### src/rtl/cp0_exc_ctrl.sv
// CP0 register file and exception/interrupt/ERET sequencer for the 5-stage MIPS pipeline.
// This block is the only writer of Count, Compare, Status, Cause and EPC.
module cp0_exc_ctrl #(
  parameter logic [31:0] EXC_VECTOR = 32'h0000_0380,
  parameter int          COUNT_DIV  = 1
) (
  input  logic        clk,
  input  logic        rst,
  input  logic [5:0]  int_hw,
  input  logic        mem_valid,
  input  logic [31:0] mem_pc,
  input  logic        mem_bd,
  input  logic        exc_req,
  input  logic [4:0]  exc_code,
  input  logic        eret_req,
  input  logic        mtc0_we,
  input  logic [4:0]  mtc0_cs,
  input  logic [2:0]  mtc0_sel,
  input  logic [31:0] mtc0_wdata,
  input  logic [4:0]  rd_cs,
  input  logic [2:0]  rd_sel,
  output logic [31:0] rd_data,
  output logic        flush,
  output logic        stall,
  output logic        redirect_valid,
  output logic [31:0] redirect_pc,
  output logic [31:0] status_o,
  output logic [31:0] cause_o,
  output logic [31:0] epc_o
);

  typedef enum logic [1:0] {
    IDLE       = 2'd0,
    EXC_FLUSH  = 2'd1,
    ERET_FLUSH = 2'd2,
    DRAIN      = 2'd3
  } state_t;

  state_t      state_r;
  logic [31:0] count_r;
  logic [31:0] compare_r;
  logic [31:0] epc_r;
  logic [7:0]  im_r;
  logic        exl_r;
  logic        ie_r;
  logic        bd_r;
  logic        ti_r;
  logic [5:0]  ip_hw_r;
  logic [1:0]  ip_sw_r;
  logic [4:0]  exccode_r;
  logic        div_r;
  logic        flush_r;
  logic        stall_r;
  logic        redirect_valid_r;
  logic [31:0] redirect_pc_r;

  logic [31:0] status_s;
  logic [31:0] cause_s;
  logic        int_pending_s;
  logic        take_exc_s;
  logic        take_eret_s;
  logic        take_mtc0_s;
  logic        wr_count_s;
  logic        wr_compare_s;
  logic        tick_s;
  logic [31:0] count_next_s;
  logic        ti_next_s;
  logic [31:0] epc_entry_s;

  // Register views, request arbitration and next Count/TI values
  always_comb begin
    status_s      = {16'd0, im_r, 6'd0, exl_r, ie_r};
    cause_s       = {bd_r, ti_r, 14'd0, ip_hw_r, ip_sw_r, 1'b0, exccode_r, 2'd0};
    int_pending_s = ie_r & ~exl_r & (|(cause_s[15:8] & im_r)) & mem_valid;
    take_exc_s    = (state_r == IDLE) & (exc_req | int_pending_s);
    take_eret_s   = (state_r == IDLE) & ~take_exc_s & eret_req;
    take_mtc0_s   = (state_r == IDLE) & ~take_exc_s & ~eret_req & mtc0_we;
    wr_count_s    = take_mtc0_s & (mtc0_cs == 5'd9)  & (mtc0_sel == 3'd0);
    wr_compare_s  = take_mtc0_s & (mtc0_cs == 5'd11) & (mtc0_sel == 3'd0);
    tick_s        = (COUNT_DIV == 1) | div_r;
    epc_entry_s   = mem_bd ? (mem_pc - 32'd4) : mem_pc;
    if (wr_count_s) begin
      count_next_s = mtc0_wdata;
    end else if (tick_s) begin
      count_next_s = count_r + 32'd1;
    end else begin
      count_next_s = count_r;
    end
    // A Compare write always wins over a simultaneous match
    if (wr_compare_s) begin
      ti_next_s = 1'b0;
    end else if (count_next_s == compare_r) begin
      ti_next_s = 1'b1;
    end else begin
      ti_next_s = ti_r;
    end
  end

  // MFC0 read mux, showing state before this cycle's write
  always_comb begin
    rd_data = 32'd0;
    if (rd_sel == 3'd0) begin
      case (rd_cs)
        5'd9:    rd_data = count_r;
        5'd11:   rd_data = compare_r;
        5'd12:   rd_data = status_s;
        5'd13:   rd_data = cause_s;
        5'd14:   rd_data = epc_r;
        default: rd_data = 32'd0;
      endcase
    end else begin
      rd_data = 32'd0;
    end
  end

  // Sequencer state and registered pipeline control outputs
  always_ff @(posedge clk or posedge rst) begin
    if (rst) begin
      state_r          <= IDLE;
      flush_r          <= 1'b0;
      stall_r          <= 1'b0;
      redirect_valid_r <= 1'b0;
      redirect_pc_r    <= 32'd0;
    end else begin
      case (state_r)
        IDLE: begin
          if (take_exc_s) begin
            state_r          <= EXC_FLUSH;
            flush_r          <= 1'b1;
            stall_r          <= 1'b1;
            redirect_valid_r <= 1'b1;
            redirect_pc_r    <= EXC_VECTOR;
          end else if (take_eret_s) begin
            state_r          <= ERET_FLUSH;
            flush_r          <= 1'b1;
            stall_r          <= 1'b1;
            redirect_valid_r <= 1'b1;
            redirect_pc_r    <= epc_r;
          end else begin
            state_r          <= IDLE;
            flush_r          <= 1'b0;
            stall_r          <= 1'b0;
            redirect_valid_r <= 1'b0;
            redirect_pc_r    <= 32'd0;
          end
        end
        EXC_FLUSH, ERET_FLUSH: begin
          state_r          <= DRAIN;
          flush_r          <= 1'b0;
          stall_r          <= 1'b0;
          redirect_valid_r <= 1'b0;
          redirect_pc_r    <= 32'd0;
        end
        DRAIN: begin
          state_r          <= IDLE;
          flush_r          <= 1'b0;
          stall_r          <= 1'b0;
          redirect_valid_r <= 1'b0;
          redirect_pc_r    <= 32'd0;
        end
        default: begin
          state_r          <= IDLE;
          flush_r          <= 1'b0;
          stall_r          <= 1'b0;
          redirect_valid_r <= 1'b0;
          redirect_pc_r    <= 32'd0;
        end
      endcase
    end
  end

  // CP0 architectural registers
  always_ff @(posedge clk or posedge rst) begin
    if (rst) begin
      count_r   <= 32'd0;
      compare_r <= 32'd0;
      epc_r     <= 32'd0;
      im_r      <= 8'd0;
      exl_r     <= 1'b0;
      ie_r      <= 1'b0;
      bd_r      <= 1'b0;
      ti_r      <= 1'b0;
      ip_hw_r   <= 6'd0;
      ip_sw_r   <= 2'd0;
      exccode_r <= 5'd0;
      div_r     <= 1'b0;
    end else begin
      count_r <= count_next_s;
      div_r   <= wr_count_s ? 1'b0 : ~div_r;
      ti_r    <= ti_next_s;
      ip_hw_r <= {int_hw[5] | ti_next_s, int_hw[4:0]};
      if (wr_compare_s) begin
        compare_r <= mtc0_wdata;
      end
      if (take_exc_s) begin
        // A nested exception keeps the original return point
        if (!exl_r) begin
          epc_r <= epc_entry_s;
          bd_r  <= mem_bd;
        end
        exccode_r <= exc_req ? exc_code : 5'd0;
        exl_r     <= 1'b1;
      end else if (take_eret_s) begin
        exl_r <= 1'b0;
      end else if (take_mtc0_s && (mtc0_sel == 3'd0)) begin
        case (mtc0_cs)
          5'd12: begin
            im_r  <= mtc0_wdata[15:8];
            exl_r <= mtc0_wdata[1];
            ie_r  <= mtc0_wdata[0];
          end
          5'd13:   ip_sw_r <= mtc0_wdata[9:8];
          5'd14:   epc_r   <= mtc0_wdata;
          default: ;
        endcase
      end
    end
  end

  assign flush          = flush_r;
  assign stall          = stall_r;
  assign redirect_valid = redirect_valid_r;
  assign redirect_pc    = redirect_pc_r;
  assign status_o       = status_s;
  assign cause_o        = cause_s;
  assign epc_o          = epc_r;

endmodule

### config.mk
export PLATFORM = sky130hd
export DESIGN_NAME = cp0_exc_ctrl
export DESIGN_NICKNAME = d
export VERILOG_FILES = /design/src/rtl/cp0_exc_ctrl.sv
export SDC_FILE = /design/constraint.sdc
export NUM_CORES = 1
export LEC_CHECK = 0
export ABC_AREA = 1
export BUFFER_PORTS_ARGS = -buffer_cell sky130_fd_sc_hd__buf_2
export CORE_ASPECT_RATIO = 1.5
export CORE_MARGIN = 4
export CORE_UTILIZATION = 40
export DETAILED_ROUTE_END_ITERATION = 6
export HOLD_SLACK_MARGIN = 0.02
export MAX_ROUTING_LAYER = met4
export PLACE_DENSITY = 0.64
export SLEW_MARGIN = 20
export SYNTH_ARGS = -nofsm -noshare
export SYNTH_HDL_FRONTEND = slang
export SYNTH_SLANG_ARGS = --single-unit
### constraint.sdc
create_clock -name clk -period 4.9 [get_ports clk]
set_clock_uncertainty 0.2 [all_clocks]
set_input_delay 0.98 -clock clk [delete_from_list [all_inputs] [get_ports clk]]
set_output_delay 0.98 -clock clk [all_outputs]
set_load 0.005 [all_outputs]
* After elaboration in Yosys (flattened, before gate mapping)
Cells that the tools add are included.
** Storage, ports and cells
- Flip-flop bits (word level) :: 156
- Input port bits :: 98
- Output and inout port bits :: 163
- Logic and storage cells :: 92
** Operators by class
- Add/subtract/negate cells :: 2
- Eq/ne operators :: 16
- Mux-type cells :: 25
- Bitwise logic cells :: 19
- Reduce and logical (&&, ||, !) cells :: 16
** Operators by type and width (count)
- two-way mux 32 bit :: 10
- case mux 32 bit (5 select lines) :: 1
- case mux 32 bit (2 select lines) :: 1
- == test 5 x 4 -> 1 bit, second input constant :: 10
- adder 32 x 1 -> 32 bit, second input constant :: 1
- == test 32 bit :: 1
- subtractor 32 x 3 -> 32 bit, second input constant :: 1
- AND 1 bit :: 12
- AND reduction 4 bit :: 3
- AND 8 bit :: 1
- two-way mux 1 bit :: 8
- OR reduction 8 bit :: 1
- zero test 3 bit :: 2
- case mux 2 bit (3 select lines) :: 1
- nonzero test 3 bit :: 2
- two-way mux 5 bit :: 1
- == test 2 bit, second input constant :: 2
- two-way mux 2 bit :: 2
- inequality test 2 bit, second input constant :: 2
- inverter 1 bit :: 4
- AND reduction 2 bit :: 2
- nonzero test 2 bit :: 2
- OR reduction 3 bit :: 1
- == test 2 x 1 -> 1 bit, second input constant :: 1
- other kinds (5) :: 6

* Depth between registers and ports, before layout
- Depth in word-level cells :: 17
- Mapped depth :: 21

* Least setup slack after synthesis
OpenSTA, ideal clock, no wires.
- Path kind :: input-to-output
- Start point :: input rd_cs[3]
- End point :: output rd_data[16]
- Data arrival time :: 2352 ps
- Required time :: 3720 ps
- Path slack :: 1368 ps
- Stages :: 9
- Cells stage by stage :: nand2_1 nor2_1 nand2_1 nor2_1 clkinv_1 clkbuf_1 o22ai_1 o21ai_0 inv_1
** On the way
- Word-level cells in the longest chain between the ends :: 3
- Elaborated cells between the ends (all ways) :: 7
- Classes of those cells :: eq/ne: 5; mux: 2
** RTL lines
- start, declared :: line 20 : input logic [4:0] rd_cs,
- == test 5 x 4 -> 1 bit :: line 103 : case (rd_cs)
- case mux 32 bit (5 select lines) (*) :: line 103
- two-way mux 32 bit (*) :: line 102 : if (rd_sel == 3'd0) begin
- end, declared :: line 22 : output logic [31:0] rd_data,
Every way passes the cells marked *; elsewhere a longest branch is shown, timed or not.

* Worst setup path after layout
- Start point :: input rd_cs[3]
- End point :: output rd_data[6]
The elaborated chain is that of the path after synthesis.

==> results.toml <==
[yosys]
synth_area_mm2 = 0.00975
ys.flop_type = "dfrtp_1"
ys_ff_latch = 156
synthCells = 1386
synth-edff-count = 0
avgSynthCellArea_um2 = 7.03
ys_warn_count = 0
synth_cell_types = 43
ys_seq_area_share_pct = 40.1
async_reset_ff_share_pct = 100

[drt]
vias = 9773
drtIter0Drc = 812
highest_layer = "met4"
via_per_inst = 5.07
wl_met3_um = 2030
wl_met2_um = 17800
drt_wl_total_um = 35700
ant_nets = 0
post_drt_wl_per_cell_um = 18.5
drc = 0
wl_met1_um = 14100
dr.pass1.iters = 6

[clocking]
cts_buffers = 17
cts.sinks = 156
cts_resized = 0
post_cts_buffers = 0
clockRootBuffer = "clkbuf_16"
cts-hold-fix-buffers = 0
path_clk_slew_ns = 0.06
clkLatencyLatePin_ns = 0.44
cts_tree = "yes"
cts.path.max_buffers = 2
htree_num_levels = 4

[sta]
final-hold-violation-count = 0
setup_viol = 0
slew_violations = 0
fin_tns_setup_ns = 0
clock.fmax_mhz = 252
slew_headroom_pct = 40.5
rsz0062_at_grt = "false"
period_share_pct = 80.9
finalCriticalPeriod_ns = 3.97
tightest_slew_ns = 0.890

[place]
dpl.hpwl_um = 28200
portBuffers = 221
gp_congestion = 0.978
dp_cells = 1891
dpl_cell_area_mm2 = 0.0110

[worst_setup_path]
critPathKind = "primary input to primary output"
cp-end-kind = "primary output"
r2r_setup_slack_ns = 1.79
start_kind = "primary input"
r2r_cells = 20
cp.required_ns = 3.72
arrival_ns = 2.79
r2r-end = "ip_hw_r[5]$_DFF_PP0_"
cp_max_fo = 17
r2r-start = "im_r[7]$_DFFE_PP0P_"

[pwr]
power.total_uw = 4430
peakVddDrop_v = 0.000286
leakage_uw = 0.00616
power_density_mw_per_mm2 = 381

[layout]
layout_commonest_cell = "nand2_1"
area_growth_pct = 19.2
layout-drive-gt1-share_pct = 19.3
nets = 1693
finalInstanceArea_mm2 = 0.0116
fillers = 2533
final_cell_mix = "nand2_1, buf_2, inv_1"
fin_cells = 1927

[die]
chipHeight_um = 199
ios = 261
core-area_mm2 = 0.0238
initial_utilization_pct = 40.9
die_x_um = 135
rows = 69
dieArea_mm2 = 0.0270

[worst_hold_path]
hold_class = "primary input to asynchronous set/reset pin"

[global_route]
grt_pass1_wl_um = 53800
grt_usage_pct = 27.4
grt_pass1_vias = 9533
gr-total-overflow = 0
grt_max_degree = 118
grt_antenna_before_repair = 4

[run]
cap_violations = 0

[run_status]
run_status = "complete, no violations"
[critical path: stages]
cell      delay [ns]
buf_2           0.09
nand2_1         0.06
nor2_1          0.21
nand2_1         0.11
nor2_1          0.10
buf_4           0.18
clkinv_1        0.25
buf_4           0.30
o22ai_1         0.18
a221oi_1        0.07
nor2_1          0.10
buf_2           0.13
[per-stage QoR]
stage	hold slack (ns)	utilization (%)	setup slack, ns
after floorplan	0.275	-	1.37
after global placement	0.290	46.1	1.08
after detailed placement	0.303	46.1	1.00
after CTS	0.209	48.7	0.990
after global routing	0.217	48.8	0.777
final	0.222	48.8	0.934
[registers in the layout (all words and copies together), names as in the netlist]
signal	flops
bd_r	1
compare_r	32
count_r	32
epc_o	32
exccode_r	5
exl_r	1
ie_r	1
im_r	8
ip_hw_r	6
ip_sw_r	2
redirect_pc	32
redirect_valid	1
state_r	2
ti_r	1
[synthesized netlist by cell type, types with 7 or more instances]
master | instances | area share, %
nor2_1 | 129 | 5.0
a221oi_1 | 9 | 0.81
o21ai_0 | 125 | 6.4
o22ai_1 | 34 | 2.2
clkbuf_1 | 32 | 1.2
nand3b_1 | 8 | 0.62
a21oi_1 | 13 | 0.67
nor3_1 | 16 | 0.82
nand2_1 | 386 | 15
o211ai_1 | 9 | 0.69
buf_4 | 49 | 3.8
nor2_4 | 7 | 0.81
xor2_1 | 29 | 2.6
nand3_1 | 64 | 3.3
nand4_1 | 12 | 0.77
xnor2_1 | 9 | 0.81
inv_1 | 218 | 8.4
nand2_2 | 15 | 0.96
dfrtp_1 | 156 | 40
[worst max-delay path by stage]
stage,from,to,slack [ns],cells after the start
final,rd_cs[3],rd_data[6],0.93,12
after global routing,rd_cs[3],rd_data[5],0.78,12
after CTS,rd_cs[3],rd_data[5],0.99,12
after detailed placement,rd_cs[3],rd_data[5],1.00,12
after global placement,rd_cs[3],rd_data[6],1.08,12
after floorplan,rd_cs[3],rd_data[16],1.37,9
[layout make-up]
cell class | instances | area, um2 | share of cell area, %
antenna | 4 | 10.0 | 0.0861
clock buffer | 21 | 460 | 3.96
clock inverter | 11 | 165 | 1.42
inverter | 222 | 837 | 7.20
multi-input combinational | 958 | 4610 | 39.7
sequential | 156 | 3900 | 33.6
tap | 319 | 399 | 3.43
timing repair buffer | 236 | 1230 | 10.6
[logic make-up (layout without fill, tap and decap cells)]
kind of cell    after synthesis  after routing  synth area share (%)
simple gates                665            665                  29.5
compound gates              212            212                  12.4
buf+inv                     310            490                  14.1
flops                       156            156                  40.1
xor+xnor                     38             38                  3.42
fa+ha+maj                     4              4                 0.514
other cells                   1             43                0.0385
[metal layers]
layer | global-route usage [%] | up-vias
met3 | 4.69 | 80
li1 | - | 4720
met4 | 13.9 | 0
met1 | 32.3 | 4611
met5 | - | -
met2 | 45.1 | 362
[where the power goes]
part	total (uW)	switching, uW	internal [uW]
clock network	1440	560	879
logic	1260	839	417
registers	1740	207	1530
Power figures use the tool's default switching activity.
